### src/rtl/pipeline_cmd_sched.sv
// pipeline_cmd_sched
// Buffers control commands for an array of DSP blocks in a small FIFO and
// issues them one at a time while the processing pipeline is idle. Write
// strobes are held until the core acknowledges them. A missing ack traps the
// scheduler in a sticky error state that only reset clears.
module pipeline_cmd_sched #(
    parameter int n_blocks       = 256,
    parameter int reg_addr_width = 4,
    parameter int data_width     = 16,
    parameter int instr_width    = 32,
    parameter int fifo_depth     = 8,
    parameter int ack_timeout    = 255,
    localparam int BW = $clog2(n_blocks),
    localparam int RW = reg_addr_width,
    localparam int IW = instr_width
) (
    input  logic                  clk,
    input  logic                  reset,
    input  logic                  cmd_valid,
    output logic                  cmd_ready,
    input  logic [1:0]            cmd_op,
    input  logic [BW-1:0]         cmd_block,
    input  logic [RW-1:0]         cmd_reg,
    input  logic [IW-1:0]         cmd_payload,
    input  logic                  pipe_ready,
    input  logic                  in_valid,
    output logic [BW-1:0]         block_target,
    output logic [BW+RW-1:0]      reg_target,
    output logic [IW-1:0]         instr_val,
    output logic [data_width-1:0] ctrl_data,
    output logic                  instr_write,
    output logic                  reg_write,
    output logic                  reg_update,
    output logic                  alloc_sram_delay,
    input  logic                  instr_write_ack,
    input  logic                  reg_write_ack,
    output logic                  busy,
    output logic                  error,
    output logic [15:0]           n_issued
);

    localparam int AW = $clog2(fifo_depth);
    localparam int EW = 2 + BW + RW + IW;
    localparam int TW = $clog2(ack_timeout + 1);
    localparam logic [AW:0]   PTR_ONE      = (AW+1)'(1);
    localparam logic [TW-1:0] CNT_ONE      = TW'(1);
    // The counter holds 0 in the first WAIT_ACK cycle, so this value marks
    // the last cycle of the allowed ack window.
    localparam logic [TW-1:0] TIMEOUT_LAST = TW'(ack_timeout - 1);

    typedef enum logic [1:0] {
        IDLE     = 2'd0,
        ISSUE    = 2'd1,
        WAIT_ACK = 2'd2,
        ERR      = 2'd3
    } state_t;

    logic [EW-1:0]   fifoMem_q [fifo_depth];
    logic [AW:0]     wrPtr_q;
    logic [AW:0]     rdPtr_q;
    logic            fifoEmpty;
    logic            fifoFull;
    logic            push;
    logic            pop;
    logic [EW-1:0]   headEntry;

    state_t          state_q, state_d;
    logic [1:0]      op_q, op_d;
    logic [BW-1:0]   block_q, block_d;
    logic [RW-1:0]   regAddr_q, regAddr_d;
    logic [IW-1:0]   payload_q, payload_d;
    logic [3:0]      strobe_q, strobe_d;
    logic [TW-1:0]   timeoutCnt_q, timeoutCnt_d;
    logic            error_q, error_d;
    logic [15:0]     nIssued_q, nIssued_d;
    logic            ackHit;

    // The pointers carry an extra wrap bit so that full and empty can be
    // told apart without a separate occupancy counter.
    assign fifoEmpty = (wrPtr_q == rdPtr_q);
    assign fifoFull  = (wrPtr_q[AW] != rdPtr_q[AW]) &&
                       (wrPtr_q[AW-1:0] == rdPtr_q[AW-1:0]);
    assign cmd_ready = !fifoFull && (state_q != ERR);
    assign push      = cmd_valid && cmd_ready;
    assign headEntry = fifoMem_q[rdPtr_q[AW-1:0]];

    // Only the ack that matches the outstanding write can complete it.
    assign ackHit = (op_q == 2'd0) ? instr_write_ack : reg_write_ack;

    // Command storage; the read pointer alone decides what is valid, so the
    // array itself needs no reset.
    always_ff @(posedge clk) begin
        if (push) begin
            fifoMem_q[wrPtr_q[AW-1:0]] <= {cmd_op, cmd_block, cmd_reg, cmd_payload};
        end
    end

    // FIFO pointers; a push and a pop in the same cycle both take effect.
    always_ff @(posedge clk) begin
        if (reset) begin
            wrPtr_q <= '0;
            rdPtr_q <= '0;
        end else begin
            if (push) begin
                wrPtr_q <= wrPtr_q + PTR_ONE;
            end
            if (pop) begin
                rdPtr_q <= rdPtr_q + PTR_ONE;
            end
        end
    end

    // Scheduler state, issued-command latches, strobes and status counters.
    always_ff @(posedge clk) begin
        if (reset) begin
            state_q      <= IDLE;
            op_q         <= '0;
            block_q      <= '0;
            regAddr_q    <= '0;
            payload_q    <= '0;
            strobe_q     <= '0;
            timeoutCnt_q <= '0;
            error_q      <= 1'b0;
            nIssued_q    <= '0;
        end else begin
            state_q      <= state_d;
            op_q         <= op_d;
            block_q      <= block_d;
            regAddr_q    <= regAddr_d;
            payload_q    <= payload_d;
            strobe_q     <= strobe_d;
            timeoutCnt_q <= timeoutCnt_d;
            error_q      <= error_d;
            nIssued_q    <= nIssued_d;
        end
    end

    // Next-state logic: pick up the FIFO head only when the pipeline is idle
    // and not sampling, then drive the op-selected strobe from a register so
    // it rises one edge after the head is latched.
    always_comb begin
        state_d      = state_q;
        op_d         = op_q;
        block_d      = block_q;
        regAddr_d    = regAddr_q;
        payload_d    = payload_q;
        strobe_d     = '0;
        timeoutCnt_d = timeoutCnt_q;
        error_d      = error_q;
        nIssued_d    = nIssued_q;
        pop          = 1'b0;

        case (state_q)
            IDLE: begin
                if (!fifoEmpty && pipe_ready && !in_valid) begin
                    pop = 1'b1;
                    {op_d, block_d, regAddr_d, payload_d} = headEntry;
                    state_d = ISSUE;
                end
            end
            ISSUE: begin
                strobe_d[op_q] = 1'b1;
                if (op_q[1]) begin
                    state_d   = IDLE;
                    nIssued_d = nIssued_q + 16'd1;
                end else begin
                    state_d      = WAIT_ACK;
                    timeoutCnt_d = '0;
                end
            end
            WAIT_ACK: begin
                if (ackHit) begin
                    state_d   = IDLE;
                    nIssued_d = nIssued_q + 16'd1;
                end else if (timeoutCnt_q == TIMEOUT_LAST) begin
                    state_d = ERR;
                    error_d = 1'b1;
                end else begin
                    strobe_d     = strobe_q;
                    timeoutCnt_d = timeoutCnt_q + CNT_ONE;
                end
            end
            ERR: begin
                error_d = 1'b1;
            end
            default: begin
                state_d = IDLE;
            end
        endcase
    end

    assign block_target     = block_q;
    assign reg_target       = {block_q, regAddr_q};
    assign instr_val        = payload_q;
    assign ctrl_data        = payload_q[data_width-1:0];
    assign instr_write      = strobe_q[0];
    assign reg_write        = strobe_q[1];
    assign reg_update       = strobe_q[2];
    assign alloc_sram_delay = strobe_q[3];
    assign busy             = !fifoEmpty || (state_q != IDLE);
    assign error            = error_q;
    assign n_issued         = nIssued_q;

endmodule
### config.mk
export PLATFORM = sky130hd
export DESIGN_NAME = pipeline_cmd_sched
export DESIGN_NICKNAME = d
export VERILOG_FILES = /design/src/rtl/pipeline_cmd_sched.sv
export SDC_FILE = /design/constraint.sdc
export NUM_CORES = 1
export LEC_CHECK = 0
export BUFFER_PORTS_ARGS = -buffer_cell sky130_fd_sc_hd__buf_2
export CAP_MARGIN = 20
export CORE_MARGIN = 2
export CORE_UTILIZATION = 52
export DETAILED_ROUTE_END_ITERATION = 10
export PLACE_DENSITY = 0.77
export RECOVER_POWER = 50
export SLEW_MARGIN = 20
export SYNTH_ARGS = -nofsm -noshare
export SYNTH_HDL_FRONTEND = slang
export SYNTH_SLANG_ARGS = --single-unit
### constraint.sdc
create_clock -name clk -period 11.7 [get_ports clk]
set_clock_uncertainty 0.15 [all_clocks]
set_input_delay 1.755 -clock clk [delete_from_list [all_inputs] [get_ports clk]]
set_output_delay 1.755 -clock clk [all_outputs]
set_load 0.01 [all_outputs]
## Word level (Yosys, flattened, before mapping)

Memories as Yosys holds them, arrays and structs flattened. A register that Yosys moved wholly into a read port is not among the register bits.
Index checks and enable logic that the tools add are counted.

| word-level totals | value |
|---|---|
| register bits | 39 |
| memories kept | 1 |
| word-level logic and storage cells | 76 |
| output and inout bits | 91 |
| RAM bits | 368 |
| input port bits | 53 |

Memory list:

| name | words | width | read ports | clocked after Yosys merged registers in | wr ports | line | RTL |
|---|---|---|---|---|---|---|---|
| fifoMem_q | 8 | 46 | 1 | 1 | 1 | 58 | `logic [EW-1:0] fifoMem_q [fifo_depth];` |

| cells by class | value |
|---|---|
| reductions and logical operators | 21 |
| $lt $le $gt $ge | 2 |
| muxes and demuxes | 25 |
| equal/unequal tests | 16 |
| add/sub/neg operators | 4 |

Operators by type and width:

| cell | count |
|---|---|
| 2-to-1 mux 16 bit | 2 |
| one-hot mux 16 bit (2 select lines) | 1 |
| 2-to-1 mux 8 bit | 3 |
| adder 16 x 1 -> 16 bit (second input constant) | 1 |
| != test 2 bit (second input constant) | 8 |
| one-hot mux 8 bit (2 select lines) | 1 |
| AND reduction 3 bit | 3 |
| adder 4 x 1 -> 4 bit (second input constant) | 2 |
| adder 8 x 1 -> 8 bit (second input constant) | 1 |
| == test 8 bit (second input constant) | 1 |
| 2-to-1 mux 1 bit | 8 |
| 2-to-1 mux 2 bit | 4 |
| 2-to-1 mux 4 bit | 2 |
| one-hot mux 4 bit (2 select lines) | 1 |
| logical AND 1 bit | 6 |
| one-hot mux 2 bit (3 select lines) | 1 |
| nonzero test 2 bit | 3 |
| == test 2 bit (second input constant) | 2 |
| == test 4 bit | 1 |
| logical NOT 2 bit | 2 |
| AND reduction 4 bit | 1 |
| == test 3 bit | 1 |
| logical NOT 1 bit | 3 |
| less-than comparator 2 x 3 -> 1 bit (second input constant) | 1 |
| 9 further kinds | 9 |

## Longest topological paths before layout

Gate-level depths: netlist (run 1).

| logic depth | value |
|---|---|
| depth in word-level cells | 7 |
| mapped depth | 8 |
| mapped depth without buffers | 7 |

## Worst setup path before layout (run 1)

No wires, ideal clock.

| timing path | value |
|---|---|
| path type | input -> register |
| start point | input port cmd_valid |
| end point | memory fifoMem_q[0][0] (netlist bit) (enable) |
| required time | 11,043 ps |
| data arrival time | 5,434 ps |
| cell stages on the path | 4 |
| buffers on the path | 0 |
| setup time | 507 ps |
| path slack | 5,610 ps |
| path through | nand2b_1 -> a41oi_1 -> nand2b_1 -> nor3_1 |

| on the way | value |
|---|---|
| cells in the longest elaborated chain, start to end | 3 |

RTL lines:

| what | line | RTL |
|---|---|---|
| from (decl) | 19 | `input logic cmd_valid,` |
| logical AND 1 bit | 84 | `assign push = cmd_valid && cmd_ready;` |
| 2-to-1 mux 1 bit | 93 | `if (push) begin` |
| 2-to-1 mux 1 bit (implied by the code) | 94 | `fifoMem_q[wrPtr_q[AW-1:0]] <= {cmd_op, cmd_block, cmd_reg, cmd_payload};` |
| to (decl) | 58 |  |

No other way between the ends.

## Worst setup path in the final report (run 1)

| timing path | value |
|---|---|
| start point | register rdPtr_q[1] |
| end point | output port cmd_ready |

| on the way | value |
|---|---|
| cells in the longest elaborated chain, start to end | 4 |

RTL lines:

| what | line | RTL |
|---|---|---|
| from (decl) | 60 | `logic [AW:0] rdPtr_q;` |
| from (signal assigned) | 108 | `rdPtr_q <= rdPtr_q + PTR_ONE;` |
| == test 3 bit | 82 | `(wrPtr_q[AW-1:0] == rdPtr_q[AW-1:0]);` |
| logical AND 1 bit | 81 | `assign fifoFull = (wrPtr_q[AW] != rdPtr_q[AW]) &&` |
| logical NOT 1 bit | 83 | `assign cmd_ready = !fifoFull && (state_q != ERR);` |
| logical AND 1 bit | 83 |  |
| to (decl) | 20 | `output logic cmd_ready,` |

No other way between the ends.

==> results of run 1 <==
-- logic make-up after synthesis --
logic type	Yosys count	share of synthesized area, %
xor+xnor	28	1.40
simple gates	120	3.65
compound gates	118	3.75
fa+ha+maj	9	0.645
buf+inv	87	2.72
flops	453	73.0
mux	143	14.8
-- report_power, final --
group	internal [mW]	switching (mW)	total (mW)
clock	0.786	0.587	1.37
sequential	1.78	0.0220	1.81
combinational	0.0797	0.116	0.195
-- worst max-delay path: stages, from the launching register on --
cell	delay [ns]
sky130_fd_sc_hd__dfxtp_1	2.62
sky130_fd_sc_hd__xnor2_1	0.64
sky130_fd_sc_hd__a41oi_1	0.39
sky130_fd_sc_hd__buf_2	0.19
-- per-layer routing --
metal | vias up | routed length [µm] | global-route usage (%)
li1 | 4028 | - | -
met1 | 4513 | 14200 | 26.3
met2 | 259 | 16700 | 32.0
met3 | 45 | 1850 | 3.56
met4 | 6 | 648 | 5.43
met5 | - | 37 | 0
-- layout by cell type, fill, tap and decap left out, types with 9 or more instances in the layout --
cell and n:
sky130_fd_sc_hd__buf_4 11, sky130_fd_sc_hd__o21ai_0 49, sky130_fd_sc_hd__nor2_1 33, sky130_fd_sc_hd__mux2i_1 50, sky130_fd_sc_hd__clkbuf_1 114, sky130_fd_sc_hd__nand2_1 19
sky130_fd_sc_hd__mux4_2 92, sky130_fd_sc_hd__clkbuf_16 46, sky130_fd_sc_hd__a21oi_1 56, sky130_fd_sc_hd__nand3_1 9, sky130_fd_sc_hd__dfxtp_1 83, sky130_fd_sc_hd__inv_1 9
sky130_fd_sc_hd__ha_1 9, sky130_fd_sc_hd__buf_2 40, sky130_fd_sc_hd__edfxtp_1 368, sky130_fd_sc_hd__xor2_1 9, sky130_fd_sc_hd__xnor2_1 19, sky130_fd_sc_hd__nand4_1 10
-- state kept, by name, summed over array words and instances, names as in the netlist --
signal / cells
block_target: 8
error: 1
fifoMem_q: 368
instr_val: 32
n_issued: 16
op_q: 2
rdPtr_q: 4
regAddr_q: 4
state_q: 2
strobe_q: 4
timeoutCnt_q: 8
wrPtr_q: 4
-- worst paths after layout --
kind | start | end | depth (start not counted)
max | rdPtr_q[1]$_SDFFE_PP0P_ | cmd_ready | 3
min | strobe_q[1]$_SDFFE_PP0P_ | strobe_q[1]$_SDFFE_PP0P_ | 2
max reg2reg | rdPtr_q[1]$_SDFFE_PP0P_ | fifoMem_q[0][21]$_DFFE_PP_ | 5
min reg2reg | strobe_q[1]$_SDFFE_PP0P_ | strobe_q[1]$_SDFFE_PP0P_ | 2
-- per-stage QoR --
step / setup slack [ns] / util, %
6_report: 5.42 / 59.3
5_1_grt: 5.06 / 59.3
4_1_cts: 7.16 / 59.7
3_5_place_dp: 7.03 / 55.5
3_3_place_gp: 7.12 / 55.5
2_1_floorplan: 5.61 / -
-- layout make-up --
class | instances | area share, %
Inverter | 11 | 0.209
Timing Repair Buffer | 155 | 3.53
Tap cell | 448 | 2.84
Antenna cell | 1 | 0.0127
Sequential cell | 453 | 64.6
Clock buffer | 59 | 6.18
Clock inverter | 25 | 1.04
Multi-Input combinational cell | 418 | 21.6
==> summary.md, run 1 <==
### STA
- **Final Hold Violating Endpoints** 0
- **final slew viol count** 51
- **accumulated negative setup slack** 0 ns
- **RSZ-0062 raised after global routing** false
- **final critical-path required period** 6.28 ns
- **final worst hold slack** 0.300 ns
- **portion of the clock cycle consumed by the worst path in the final layout** 53.7%
- **Final Setup Violations** 0
- **maximum operating frequency** 0.159 GHz
- **Slew @ Worst Pin** 3.37 ns
- **Rel. slew slack** -125%

### Synth
- **library cell with the highest instance count after synthesis** sky130_fd_sc_hd__edfxtp_1
- **Post-synth EDFFs** 368
- **post-synthesis cell area** 0.0175 mm²
- **Most used DFF post-synth** sky130_fd_sc_hd__edfxtp_1
- **top cell type by total area after synthesis** sky130_fd_sc_hd__edfxtp_1
- **synth top area cells** sky130_fd_sc_hd__edfxtp_1, sky130_fd_sc_hd__mux4_2, sky130_fd_sc_hd__dfxtp_1
- **share of the synthesized area in the top cell type** 63.3%
- **syn_nets** 1020
- **synthesized area per cell** 18.2 µm²
- **Async S/R FF share, synth** 0%
- **part of the Yosys area used for sequential elements** 73.0%
- **Cell variety after synth** 51
- **list of most frequent post-synthesis cells** sky130_fd_sc_hd__edfxtp_1, sky130_fd_sc_hd__mux4_2, sky130_fd_sc_hd__dfxtp_1
- **number of warnings printed during yosys synthesis** 0
- **Syn Inst Count** 958
- **number of flip-flops and latches in the synthesized netlist** 453

### Critical path
- **type of destination of the critical path** output port
- **Reg2Reg Setup Slack** 5.53 ns
- **CP Launch Type** register
- **Arr. time, crit path** 4.38 ns
- **critical path fanouts, max** 50
- **critical path class** register to output port
- **data required time of the critical path** 9.80 ns

### Routing
- **DRC violation count after routing** 0
- **first-pass iteration count of the detailed router** 5
- **total vias in the final route** 8851
- **routed length per instance** 21.3 µm
- **post-detailed-route count of antenna-violating nets** 0
- **post-DR vias/cell** 5.64
- **drt initial violations** 581
- **total routed wirelength** 33500 µm

### Die
- **area of the core** 0.0333 mm²
- **Std-Cell Rows** 67
- **Total Die Area** 0.0351 mm²
- **horizontal die dimension** 187 µm
- **Die Height** 187 µm
- **starting density of the core** 52.5%
- **number of top-level pins** 144

### Global routing
- **number of antenna violations at the first check in global routing** 4
- **first-pass GRT wire length** 51800 µm
- **largest net degree at the start of global routing** 73
- **global-route usage over all layers** 19.2%
- **vias in the first global route** 8817
- **gr ovfl total** 0

### CTS
- **post-cts repair resize count** 0
- **setup fix buffers added after clock tree synthesis** 0
- **clock tree from TritonCTS** done
- **number of clock sinks** 453
- **maximum buffer depth of the clock tree** 3
- **maximum level of the CTS H-tree** 2
- **number of clock buffers inserted by TritonCTS** 45
- **count of hold buffers inserted by post-cts repair** 0
- **root buf cell** sky130_fd_sc_hd__clkbuf_16
- **clock-pin slew on the worst setup and hold paths** 0.06 ns
- **clock latency on the worst-skew pair** 0.55 ns

### Placed design
- **port bufs** 143
- **Post-Place Cell Area** 0.0185 mm²
- **DP HPWL** 18100 µm
- **Placer Congestion** 0.783
- **placed insts** 1484

### Layout
- **Seq. cell area** 0.0128 mm²
- **final-stage net count** 1146
- **layout cells sized above 1** 20.2%
- **area growth from synthesis to layout** 13.1%
- **design area** 0.0198 mm²
- **total of fill cells in the finished design** 2444
- **non-filler instance count after layout** 1570
- **area used by multi-input combinational logic** 0.00427 mm²

### Pwr
- **pwr/cell area** 171 mW/mm²
- **overall power consumption** 3.37 mW
- **Leak Pwr** 6.22 nW
- **VDD IR max** 0.000147 V

### Outcome
- **result of the run** complete, but fails checks
- **violated checks** max-capacitance violations, max-slew violations

### Min path
- **classification of the worst-slack hold path** register to register

### Job
- **number of maximum-capacitance violations** 1

Power figures use the tool's default switching activity.
==> run 2: changes to the inputs <==
--- a/config.mk
+++ b/config.mk
@@ -10,7 +10,7 @@
 export CORE_MARGIN = 2
 export CORE_UTILIZATION = 52
 export DETAILED_ROUTE_END_ITERATION = 10
-export PLACE_DENSITY = 0.77
+export PLACE_DENSITY = 0.8
 export RECOVER_POWER = 50
 export SLEW_MARGIN = 20
 export SYNTH_ARGS = -nofsm -noshare
==> constraint.sdc (replaced) <==
create_clock -name clk -period 5.7 [get_ports clk]
set_clock_uncertainty 0.15 [all_clocks]
set_input_delay 0.855 -clock clk [delete_from_list [all_inputs] [get_ports clk]]
set_output_delay 0.855 -clock clk [all_outputs]
set_load 0.01 [all_outputs]
==> summary.md, run 2 (synthesized netlist as in run 1, its figures left out) <==
### Outcome
- **result of the run** finished clean

### Global routing
- **vias in the first global route** 9154, +3.8%
- **number of antenna violations at the first check in global routing** 0, -4
- **largest net degree at the start of global routing** 59, -19%
- **gr ovfl total** 0, unchanged
- **first-pass GRT wire length** 53600 µm, +3.5%
- **global-route usage over all layers** 20.1%, +0.89 points

### CTS
- **number of clock sinks** 453, unchanged
- **maximum level of the CTS H-tree** 2, unchanged
- **clock-pin slew on the worst setup and hold paths** 0.06 ns, about the same
- **post-cts repair resize count** 0, unchanged
- **count of hold buffers inserted by post-cts repair** 0, unchanged
- **number of clock buffers inserted by TritonCTS** 45, unchanged
- **clock latency on the worst-skew pair** 0.55 ns, about the same
- **maximum buffer depth of the clock tree** 3, unchanged
- **root buf cell** sky130_fd_sc_hd__clkbuf_16
- **clock tree from TritonCTS** done
- **setup fix buffers added after clock tree synthesis** 0, unchanged

### Critical path
- **CP Launch Type** register
- **type of destination of the critical path** register
- **critical path fanouts, max** 42, -16%
- **critical path class** register to register
- **Reg2Reg Setup Slack** 1.96 ns, -3.57 ns
- **r2r startpoint** rdPtr_q[2]$_SDFFE_PP0P_
- **Arr. time, crit path** 3.82 ns, -0.56 ns
- **critical path startpoint** rdPtr_q[2]$_SDFFE_PP0P_
- **r2r worst-path depth** 5, unchanged
- **endpoint of the worst setup timing path** fifoMem_q[2][27]$_DFFE_PP_
- **reg-to-reg critical path endpoint** fifoMem_q[2][27]$_DFFE_PP_
- **data required time of the critical path** 5.78 ns, -4.02 ns

### Job
- **number of maximum-capacitance violations** 0, -1

### Die
- **horizontal die dimension** 187 µm, unchanged
- **number of top-level pins** 144, unchanged
- **Total Die Area** 0.0351 mm², unchanged
- **Die Height** 187 µm, unchanged
- **starting density of the core** 52.5%, unchanged
- **area of the core** 0.0333 mm², unchanged
- **Std-Cell Rows** 67, unchanged

### STA
- **Final Setup Violations** 0, unchanged
- **accumulated negative setup slack** 0 ns, unchanged
- **portion of the clock cycle consumed by the worst path in the final layout** 65.6%
- **final slew viol count** 0, -100%
- **final critical-path required period** 3.74 ns
- **final worst slack** 1.96 ns, -3.46 ns
- **Final Hold Violating Endpoints** 0, unchanged
- **Slew @ Worst Pin** 1.12 ns, -2.26 ns
- **RSZ-0062 raised after global routing** false
- **maximum operating frequency** 0.267 GHz
- **Rel. slew slack** 25.2%, +150 points

### Routing
- **post-DR vias/cell** 5.76, +2.1%
- **post-detailed-route count of antenna-violating nets** 0, unchanged
- **first-pass iteration count of the detailed router** 5, unchanged
- **routed length per instance** 22.3 µm, +4.5%
- **DRC violation count after routing** 0, unchanged
- **total routed wirelength** 35000 µm, +4.6%
- **drt initial violations** 723, +24%
- **total vias in the final route** 9052, +2.3%

### Min path
- **Worst Hold Path Cells** 2, unchanged
- **Worst Hold Launch** strobe_q[3]$_SDFFE_PP0P_
- **classification of the worst-slack hold path** register to register

### Layout
- **area growth from synthesis to layout** 13.4%
- **layout cells sized above 1** 19.0%, -1.3 points
- **total of fill cells in the finished design** 2407, -1.5%
- **number of flip-flops under the largest register name** 368, unchanged
- **final-stage net count** 1149, +0.26%
- **commonest non-fill, non-tap cell in the layout** sky130_fd_sc_hd__edfxtp_1
- **highest-count cells in the layout ignoring fill and taps** sky130_fd_sc_hd__edfxtp_1, sky130_fd_sc_hd__clkbuf_1, sky130_fd_sc_hd__mux4_2

### Pwr
- **clock group share of total power** 40.7%, about the same
- **pwr/cell area** 351 mW/mm², +110%
- **switching power summed over all nets** 1.48 mW, +100%
- **overall power consumption** 6.95 mW, +110%
- **VDD IR max** 0.000304 V, +110%
- **internal power** 5.47 mW, +110%
- **Leak Pwr** 6.17 nW, -0.76%
- **switching fraction of total power** 21.3%, -0.13 points
- **Comb power frac** 5.9%, about the same
- **part of the power in registers** 53.3%, -0.2 points

### Placed design
- **Placer Congestion** 0.755, -3.6%
- **port bufs** 143, unchanged
- **DP HPWL** 19500 µm, +8.0%
- **Post-Place Setup Slack** 2.01 ns, -5.02 ns

## run 2: cell types whose count changed in the layout (fill, tap and decap cells not counted), moves of 2 or more
cell	before	now
sky130_fd_sc_hd__clkbuf_8	2	10
sky130_fd_sc_hd__buf_2	40	21
sky130_fd_sc_hd__clkinv_4	2	0
sky130_fd_sc_hd__buf_4	11	13
sky130_fd_sc_hd__clkinv_1	8	5
sky130_fd_sc_hd__clkbuf_1	114	136
sky130_fd_sc_hd__clkinv_2	8	6
## run 2: through the flow
step | std cells | hold slack, ns | utilization [%] | instance area, µm²
6_report | 1572 | 0.303 | 59.5 | 19800
5_1_grt | 1571 | 0.334 | 59.5 | 19800
2_1_floorplan | 958 | 0.304 | - | 17500
3_3_place_gp | 1487 | 0.289 | 55.6 | 18500
4_1_cts | 1570 | 0.304 | 59.9 | 19900
3_5_place_dp | 1487 | 0.296 | 55.6 | 18500
## run 2: how the worst min path moves through the flow
stage	to	slack, ns
6_report	strobe_q[3]$_SDFFE_PP0P_	0.30
5_1_grt	strobe_q[3]$_SDFFE_PP0P_	0.33
4_1_cts	strobe_q[3]$_SDFFE_PP0P_	0.30
3_5_place_dp	strobe_q[3]$_SDFFE_PP0P_	0.30
3_3_place_gp	strobe_q[3]$_SDFFE_PP0P_	0.29
2_1_floorplan	timeoutCnt_q[5]$_SDFFE_PP0P_	0.30
## run 2: layer usage
metal	routed length, µm	GRT usage, %	vias up
met2	17800	34.3	344
met5	0	0	-
met3	2400	3.66	66
met4	822	6.65	0
met1	14000	26.4	4602
li1	-	-	4040
## run 2: critical path: stages (launching register included)
cell,delay (ns)
sky130_fd_sc_hd__dfxtp_4,0.77
sky130_fd_sc_hd__xnor2_1,0.29
sky130_fd_sc_hd__a41oi_1,0.49
sky130_fd_sc_hd__nand2b_1,0.36
sky130_fd_sc_hd__nor2_4,0.92
sky130_fd_sc_hd__buf_4,0.42
## run 2: power by group through the flow
stage	Clock [mW]	Combinational, mW	Sequential (mW)
floorplan	0	0.279	3.77
global placement	0	0.412	3.77
detailed placement	0	0.422	3.77
CTS	2.88	0.427	3.71
global route	3.01	0.449	3.71
finish	2.83	0.411	3.71
## run 2: cell type report
class | instances | area, µm² | area share (%)
clock inverter | 14 | 125 | 0.632
timing repair buffer | 158 | 708 | 3.58
clock buffer | 69 | 1320 | 6.65
multi-input combinational | 418 | 4280 | 21.6
inverter | 11 | 43.8 | 0.221
antenna | 1 | 2.50 | 0.0126
tap | 448 | 561 | 2.83
sequential | 453 | 12800 | 64.4
